### config.mk
export PLATFORM = sky130hd
export DESIGN_NAME = dmem_arbiter
export DESIGN_NICKNAME = d
export VERILOG_FILES = /design/src/rtl/dmem_arbiter.sv
export SDC_FILE = /design/constraint.sdc
export NUM_CORES = 1
export LEC_CHECK = 0
export ABC_AREA = 1
export CAP_MARGIN = 20
export CORE_AREA = 2 2 114 116
export DETAILED_ROUTE_END_ITERATION = 8
export DIE_AREA = 0 0 116 118
export PLACE_DENSITY = 0.74
export SLEW_MARGIN = 15
export SYNTH_ARGS = -nofsm -noshare
export SYNTH_HDL_FRONTEND = slang
export SYNTH_SLANG_ARGS = --single-unit
### constraint.sdc
create_clock -name clock -period 3.61 [get_ports clock]
set_input_delay 0.9025 -clock clock [delete_from_list [all_inputs] [get_ports clock]]
set_output_delay 0.9025 -clock clock [all_outputs]
set_load 0.005 [all_outputs]
### src/rtl/dmem_arbiter.sv
// Two-port data-memory arbiter: the MEM-stage CPU port has priority over a debug/loader port.
// Optional starvation guard for the debug port is enabled by defining DMEM_ARB_FAIR_EN.
module dmem_arbiter #(
  parameter int unsigned DEPTH        = 64,
  parameter int unsigned STARVE_LIMIT = 4
) (
  input  logic        clock,
  input  logic        reset,
  input  logic        c_req,
  input  logic        c_we,
  input  logic [31:0] c_addr,
  input  logic [31:0] c_wdata,
  output logic [31:0] c_rdata,
  output logic        c_stall,
  input  logic        d_req,
  input  logic        d_we,
  input  logic [31:0] d_addr,
  input  logic [31:0] d_wdata,
  output logic [31:0] d_rdata,
  output logic        d_ack,
  output logic [31:0] mr,
  output logic [31:0] mqb,
  output logic        mwmem,
  input  logic [31:0] mdo,
  output logic        err
);

  typedef enum logic [1:0] {
    ST_IDLE = 2'd0,
    ST_CPU  = 2'd1,
    ST_DBG  = 2'd2
  } state_t;

  typedef struct packed {
    logic [31:0] addr;
    logic [31:0] wdata;
    logic        we;
  } acc_t;

  state_t state;
  state_t state_nxt;

  logic   cpu_grant;
  logic   dbg_grant;
  logic   dbg_ok;
  logic   fair_ovr;
  logic   c_inr;
  logic   d_inr;
  logic   sel_inr;
  acc_t   sel;

  assign c_inr = (c_addr < 32'(DEPTH));
  assign d_inr = (d_addr < 32'(DEPTH));

  // A debug request acked this cycle was granted last cycle; it must not be re-granted.
  assign dbg_ok = d_req && (state != ST_DBG);

`ifdef DMEM_ARB_FAIR_EN
  localparam int unsigned SW = $clog2(STARVE_LIMIT + 1);

  logic [SW-1:0] streak;

  // Consecutive CPU wins while debug waits; saturates at the limit.
  always_ff @(posedge clock) begin
    if (reset) begin
      streak <= '0;
    end else if (dbg_grant || !d_req) begin
      streak <= '0;
    end else if (cpu_grant && (streak != SW'(STARVE_LIMIT))) begin
      streak <= streak + SW'(1);
    end
  end

  assign fair_ovr = dbg_ok && (streak == SW'(STARVE_LIMIT));
`else
  assign fair_ovr = 1'b0;
`endif

  // Next owner and all combinational memory-side / CPU-side outputs.
  always_comb begin
    state_nxt = ST_IDLE;
    cpu_grant = 1'b0;
    dbg_grant = 1'b0;
    sel       = '0;
    sel_inr   = 1'b1;
    mr        = '0;
    mqb       = '0;
    mwmem     = 1'b0;
    err       = 1'b0;
    c_rdata   = '0;
    c_stall   = 1'b0;

    cpu_grant = c_req && !fair_ovr;
    dbg_grant = dbg_ok && !cpu_grant;

    if (cpu_grant) begin
      state_nxt = ST_CPU;
      sel       = '{addr: c_addr, wdata: c_wdata, we: c_we};
      sel_inr   = c_inr;
    end else if (dbg_grant) begin
      state_nxt = ST_DBG;
      sel       = '{addr: d_addr, wdata: d_wdata, we: d_we};
      sel_inr   = d_inr;
    end

    mr    = sel.addr;
    mqb   = sel.wdata;
    mwmem = sel.we && sel_inr;
    err   = (cpu_grant || dbg_grant) && !sel_inr;

    if (cpu_grant && !c_we && c_inr) begin
      c_rdata = mdo;
    end
    c_stall = c_req && !cpu_grant;
  end

  // Owner-of-previous-cycle state register.
  always_ff @(posedge clock) begin
    if (reset) begin
      state <= ST_IDLE;
    end else begin
      state <= state_nxt;
    end
  end

  // Debug completion: read data captured at the end of the grant cycle, ack one cycle later.
  always_ff @(posedge clock) begin
    if (reset) begin
      d_ack   <= 1'b0;
      d_rdata <= '0;
    end else begin
      d_ack <= dbg_grant;
      if (dbg_grant) begin
        d_rdata <= (!d_we && d_inr) ? mdo : 32'd0;
      end
    end
  end

endmodule
# == Yosys cells after proc, flatten, opt, wreduce, memory -nomap -nowiden ==
# Cells that the tools add are included.
# op_classes
order_cmp,2
eq_ne,1
n_mux,8
reduce_logical,13
# ops
cell,count
$mux 65,2
$lt 32x7->1 const B,2
$mux 32,2
$logic_and 1x1->1,7
$logic_not 1->1,4
$mux 1,3
$mux 2,1
$ne 2x2->1 const B,1
$reduce_or 2->1,1
$logic_or 1x1->1,1
# word_totals
regBits,35
in_bits,166
output_inout_bits,132
word_cells,28

# == Depth between registers and ports, before layout ==
# Gate-level depths: netlist of the first run.
# logic_depth
ltp_word,7
ltp_mapped,9
ltp_nobuf,9

# == Least setup slack after synthesis of the first run ==
# OpenSTA, ideal clock, no wires.
# synth_path
kind,input to output
startpoint,input port c_req
endpoint,output port c_rdata[10]
arrival_ps,1673
t_required_ps,2707
slack_ps,1034
cell_stages,6
n_path_buf,2
cell_sequence,buf_4 nand3_1 nor2_2 nand4_4 buf_6 nor2_1
# synth_between
elab_chain_len,3
# synth_lines
item,line,rtl
from (decl),9,"input logic c_req,"
$logic_and 1x1->1 (2 in a row),111,if (cpu_grant && !c_we && c_inr) begin
$mux 32,111,
to (decl),13,"output logic [31:0] c_rdata,"
# No other way between the ends.

# == Final worst setup path of the first run ==
# layout_path
startpoint,input port c_addr[27]
endpoint,output port c_rdata[18]
# layout_between
elab_chain_len,3
# layout_lines
item,line,rtl
from (decl),11,"input logic [31:0] c_addr,"
$lt 32x7->1,52,assign c_inr = (c_addr < 32'(DEPTH));
$logic_and 1x1->1,111,
$mux 32,111,
# No other way between the ends.

==> reports/summary.txt, run 1 <==
Pint = 0.00105 W
Global route overflow = 0
Fmax achieved = 278 MHz
Min cycle time layout = 3590 ps
H-tree lvl count = 2
Crit path arrival time = 2690 ps
Syn nets = 573
Routed len/inst = 16.0 um
Sequential share of the synthesized area = 0.271
Final Slew Violations = 0
Syn_area_per_cell = 6.36 um^2
Core area = 12400 um^2
Clock Skews = 5.57 ps
Mapped cell area = 2590 um^2
Worst skew pair latency = 270 ps
Drt drc = 0
Crit Path Class = input port to primary output
PortBufs = 296
Yosys reg bits = 35
Worst setup EP type = primary output
RSZ-0062 raised after global routing = true
Proportion of layout cells with a drive suffix above 1 = 0.0532
Status = finished clean
Starting DRC count in detailed routing = 198
Clock Tree Buf Depth = 2
CTS tree = built
DR pass1 iterations = 4
Part of the power in registers = 0.299
Vias per cell = 4.39
GP Congestion = 0.897
Synthesis-to-finish area growth = 130%
Fill cells = 1259
Sink Count = 35
Final period util = 0.995
Final setup margin = 17.7 ps
Vias in the first global route = 3657
WL final = 13.9 mm
Yosys warns = 0
Root Buffer = clkbuf_16
Initial antenna violation count = 1
Pre-CTS setup slack = -12.0 ps
Most frequent cells in the layout = clkdlybuf4s50_1, inv_1, nor2_1
Final ANT Viol Nets = 0
Nets = 860
Peak supply drop = 0.189 mV
Critical Path Start Type = input port
Finish-stage setup viols = 0
Routed vias = 3814
Clk pwr share = 0.318
P_sw = 0.000356 W
Comb pwr share = 0.383
Cts bufs inserted = 5
Reg clk slew, reported paths = 50 ps
# rows = 41
Power, Total = 0.00141 W
Headroom to the max-slew limit = 0.428
Leading cell type in the layout, fill and taps excluded = clkdlybuf4s50_1
Post-CTS Setup Bufs = 0
Global-route wire length before repair = 20.1 mm
Ports = 298
Initial Utilization = 0.209
Crit Path Max Fanout = 32
Maximum Capacitance Violations = 0
Synth cell types = 23
Post-DP HPWL = 11.0 mm
Required time of the critical path = 2710 ps
Die H = 118 um
DIE AREA = 13700 um^2
Pwr Density = 236 nW/um^2
Worst-Margin Slew = 857 ps
Leakage Power = 2.99 nW
Fin. Hold Viols = 0
Synthesized instance count = 407
GRT Total Usage = 0.186
Largest net degree at the start of global routing = 41
Die width = 116 um
Switch share = 0.253
Worst hold-check path type = flip-flop to flip-flop
[synthesized netlist by cell type (all sizes together)]
library cell	instances	area (um^2)
nor3	1	5.00
clkbuf	11	41.3
buf	22	165
nand4	3	33.8
nand3	39	200
inv	65	244
a21oi	32	171
dfxtp	35	701
o22ai	8	50.1
o21ai	41	205
conb	1	3.75
nand2	46	173
nor2	63	246
a22o	40	350
[kinds of logic after synthesis]
family          synth area share
flops                      0.271
other cells              0.00145
compound gates             0.300
simple gates               0.254
buf+inv                    0.174
[final cells by class]
type | count | area (um^2) | area share
repair buffers | 313 | 3180 | 0.534
multi-input cells | 274 | 1450 | 0.243
flip-flops and latches | 35 | 701 | 0.118
inverters | 65 | 249 | 0.0418
well taps | 172 | 215 | 0.0361
clock buffers | 7 | 153 | 0.0256
clock inverters | 1 | 7.51 | 0.00126
diodes | 1 | 2.50 | 0.000420
[per-stage QoR]
stage | cells | setup TNS (ps) | area [um^2] | utilization | hold WS (ps)
finish | 868 | 0 | 5960 | 0.480 | 541
global route | 868 | -112 | 5960 | 0.480 | 574
CTS | 867 | 0 | 5870 | 0.473 | 543
detailed placement | 859 | -44.5 | 5710 | 0.460 | 527
global placement | 859 | -11.8 | 5710 | 0.460 | 518
floorplan | 407 | 0 | 2590 | - | 526
[power groups by stage]
stage | Sequential [W] | Combinational (W) | Clock (W)
after floorplan | 0.000429 | 0.000142 | 0
after global placement | 0.000426 | 0.000537 | 0
after detailed placement | 0.000428 | 0.000534 | 0
after CTS | 0.000420 | 0.000539 | 0.000464
after global routing | 0.000422 | 0.000577 | 0.000477
final | 0.000420 | 0.000538 | 0.000447
[sequential cells by signal (all words and copies together), names as in the netlist]
| signal | cells |
|---|---|
| d_rdata | 32 |
| state | 2 |
| d_ack | 1 |
[worst max-delay path, cell delays in order]
cell and delay [ps]:
clkdlybuf4s50_1 460, nor2_1 130, nand3_1 110, nor2_4 150, nand4_4 130, buf_12 190
nor2_1 90, clkdlybuf4s50_1 500
[routing by layer]
layer / track usage / up-vias / wire length [um]
li1: - / 1928 / -
met1: 0.222 / 1672 / 5490
met2: 0.315 / 195 / 6500
met3: 0.0628 / 19 / 1570
met4: 0.0536 / 0 / 330
met5: 0 / - / 0
[repair_timing]
item,in CTS,in global routing
gates cloned,0,0
hold buffers,0,0
resized for setup,4,35
endpoints found under the setup margin,16,46
[final timing paths]
kind	from	to	slack, ps	cells after the start
min reg2reg	d_rdata[22]	d_rdata[22]	540	2
max	c_addr[27]	c_rdata[18]	20	8
min	d_rdata[22]	d_rdata[22]	540	2
max reg2reg	state[0]	d_rdata[10]	2170	7
Power figures use the tool's default switching activity.
==> run 2: changes to the inputs <==
--- a/config.mk
+++ b/config.mk
@@ -6,6 +6,7 @@
 export NUM_CORES = 1
 export LEC_CHECK = 0
 export ABC_AREA = 1
+export ABC_CLOCK_PERIOD_IN_PS = 4600
 export CAP_MARGIN = 20
 export CORE_AREA = 2 2 114 116
 export DETAILED_ROUTE_END_ITERATION = 8
==> constraint.sdc (replaced) <==
create_clock -name clock -period 4.6 [get_ports clock]
set_input_delay 1.15 -clock clock [delete_from_list [all_inputs] [get_ports clock]]
set_output_delay 1.15 -clock clock [all_outputs]
set_load 0.005 [all_outputs]
==> run 2 against run 1 <==
Compared with the run above:
- die area did not move
- clock skew increased by 2.7 ps
- flip-flop and latch count is the same
- routed wire length shrank 2.7%
- hold slack better by 1.8 ps
- highest routed layer unchanged
- largest cell class unchanged
- global-route usage is 0.43 points lower
- clock-buffer cell count shrank 2
- final cell count is 1.2% lower
==> reports/summary.txt, run 2 (synthesis gave the netlist of run 1 again) <==
Post-cts sizing count = 0 (-4)
# rows = 41 (unchanged)
Global-route wire length before repair = 19.5 mm (-2.6%)
Initial antenna violation count = 1 (unchanged)
Pwr Density = 186 nW/um^2 (-21%)
Status = finished clean
Starting DRC count in detailed routing = 183 (-7.6%)
Headroom to the max-slew limit = 0.453 (+0.0246)
GRT Total Usage = 0.182 (-0.00432)
Critical R2R Capture = d_rdata[8]
Most frequent cells in the layout = clkdlybuf4s50_1, inv_1, nor2_1
Drt drc = 0 (unchanged)
Fmax achieved = 232 MHz
DR pass1 iterations = 6 (+2)
Finish-stage setup viols = 0 (unchanged)
Clock Skews = 8.29 ps (+2.72 ps)
Fill cells = 1281 (+1.7%)
R2R Setup Slk = 3210 ps (+1040 ps)
Vias per cell = 4.32 (-1.6%)
Min cycle time layout = 4300 ps
Cts bufs inserted = 5 (unchanged)
Setup_tns = 0 ps (unchanged)
CTS tree = built
Required time of the critical path = 3450 ps (+740 ps)
PortBufs = 296 (unchanged)
M1 WL = 5.47 mm (-0.29%)
Leading cell type in the layout, fill and taps excluded = clkdlybuf4s50_1
Worst-Margin Slew = 820 ps (-36.9 ps)
Global route overflow = 0 (unchanged)
Top Registers = d_rdata x32, state x2, d_ack x1
WHS Endpoint = d_rdata[20]
Max layer used = met4
Core area = 12400 um^2 (unchanged)
Post-CTS Setup Bufs = 0 (unchanged)
Ports = 298 (unchanged)
Initial Utilization = 0.209 (unchanged)
Worst skew pair latency = 280 ps (about the same)
Root Buffer = clkbuf_16
Largest net degree at the start of global routing = 48 (+17%)
Final Slew Violations = 0 (unchanged)
WL met2 = 6.25 mm (-3.8%)
Leakage Power = 2.36 nW (-21%)
Synthesis-to-finish area growth = 123%
Die H = 118 um (unchanged)
WL final = 13.5 mm (-2.7%)
Core Util, Final = 0.465 (-0.0154)
Peak supply drop = 0.145 mV (-23%)
Routed len/inst = 15.7 um (-1.6%)
Worst hold stages = 2 (unchanged)
Vias in the first global route = 3558 (-2.7%)
Final ANT Viol Nets = 0 (unchanged)
Critical Path Start Type = input port
Clock Tree Buf Depth = 2 (unchanged)
RSZ-0062 raised after global routing = false
DR WL met3 = 1.52 mm (-3.1%)
Die width = 116 um (unchanged)
Hold buffers post-CTS = 0 (unchanged)
Crit Path Class = input port to primary output
Multi-input logic area = 1440 um^2 (-0.86%)
Reg2Reg Depth = 7 (unchanged)
Hold Startpoint = d_rdata[20]
DIE AREA = 13700 um^2 (unchanged)
Maximum Capacitance Violations = 0 (unchanged)
Reg clk slew, reported paths = 50 ps (about the same)
Routed vias = 3709 (-2.8%)
Post-DP HPWL = 10.9 mm (-0.61%)
Max FFs per register = 32 (unchanged)
Register area = 701 um^2 (unchanged)
Final period util = 0.935
Fin. Hold Viols = 0 (unchanged)
Worst setup EP type = primary output
Crit Path Max Fanout = 32 (unchanged)
Reg with most FFs = d_rdata
Nets = 850 (-1.2%)
GP Congestion = 0.895 (-0.21%)
H-tree lvl count = 2 (unchanged)
Sink Count = 35 (unchanged)
Worst hold-check path type = flip-flop to flip-flop
Crit path arrival time = 3150 ps (+460 ps)
R2r startpoint = state[0]
Proportion of layout cells with a drive suffix above 1 = 0.0365 (-0.0167)
run 2: worst max path at each step:
stage	from	end	slack (ps)	cells after the start
6_report	c_addr[30]	c_rdata[13]	300	8
5_1_grt	c_addr[20]	c_rdata[6]	190	8
4_1_cts	c_addr[30]	c_rdata[13]	300	8
3_5_place_dp	c_addr[30]	c_rdata[13]	310	8
3_3_place_gp	c_addr[30]	c_rdata[19]	370	8
2_1_floorplan	c_req	c_rdata[10]	1530	6
run 2: layout make-up:
type / count / area share
repair buffers: 303 / 0.524
clock buffers: 5 / 0.0217
multi-input cells: 274 / 0.249
inverters: 65 / 0.0425
flip-flops and latches: 35 / 0.121
clock inverters: 3 / 0.00347
well taps: 172 / 0.0373
diodes: 1 / 0.000434
run 2: per-stage QoR:
| step | setup WS, ps | hold WS (ps) | std cells | cell area [um^2] | total power, W |
|---|---|---|---|---|---|
| after global routing | 186 | 589 | 858 | 5770 | 0.00112 |
| after CTS | 300 | 544 | 857 | 5770 | 0.00109 |
| after detailed placement | 314 | 527 | 849 | 5620 | 0.000749 |
| after floorplan | 1530 | 526 | 407 | 2590 | 0.000448 |
| final | 298 | 542 | 858 | 5770 | 0.00107 |
| after global placement | 371 | 519 | 849 | 5620 | 0.000750 |
run 2: metal layers:
metal | GRT usage | up-vias
li1 | - | 1900
met1 | 0.216 | 1604
met2 | 0.307 | 188
met3 | 0.0602 | 17
met4 | 0.0573 | 0
met5 | 0 | -
run 2: where the power goes:
| part | internal (W) | switching, W | leakage [nW] |
|---|---|---|---|
| Combinational | 0.000266 | 0.000148 | 2.00 |
| Sequential | 0.000321 | 0.00000769 | 0.288 |
| Clock | 0.000199 | 0.000130 | 0.0658 |
run 2: critical path, cell delays in order:
cell	delay, ps
clkdlybuf4s50_1	450
nor2_1	120
nand3_1	70
nor2_1	320
nand4_4	100
buf_4	260
nor2_1	140
clkdlybuf4s50_1	520
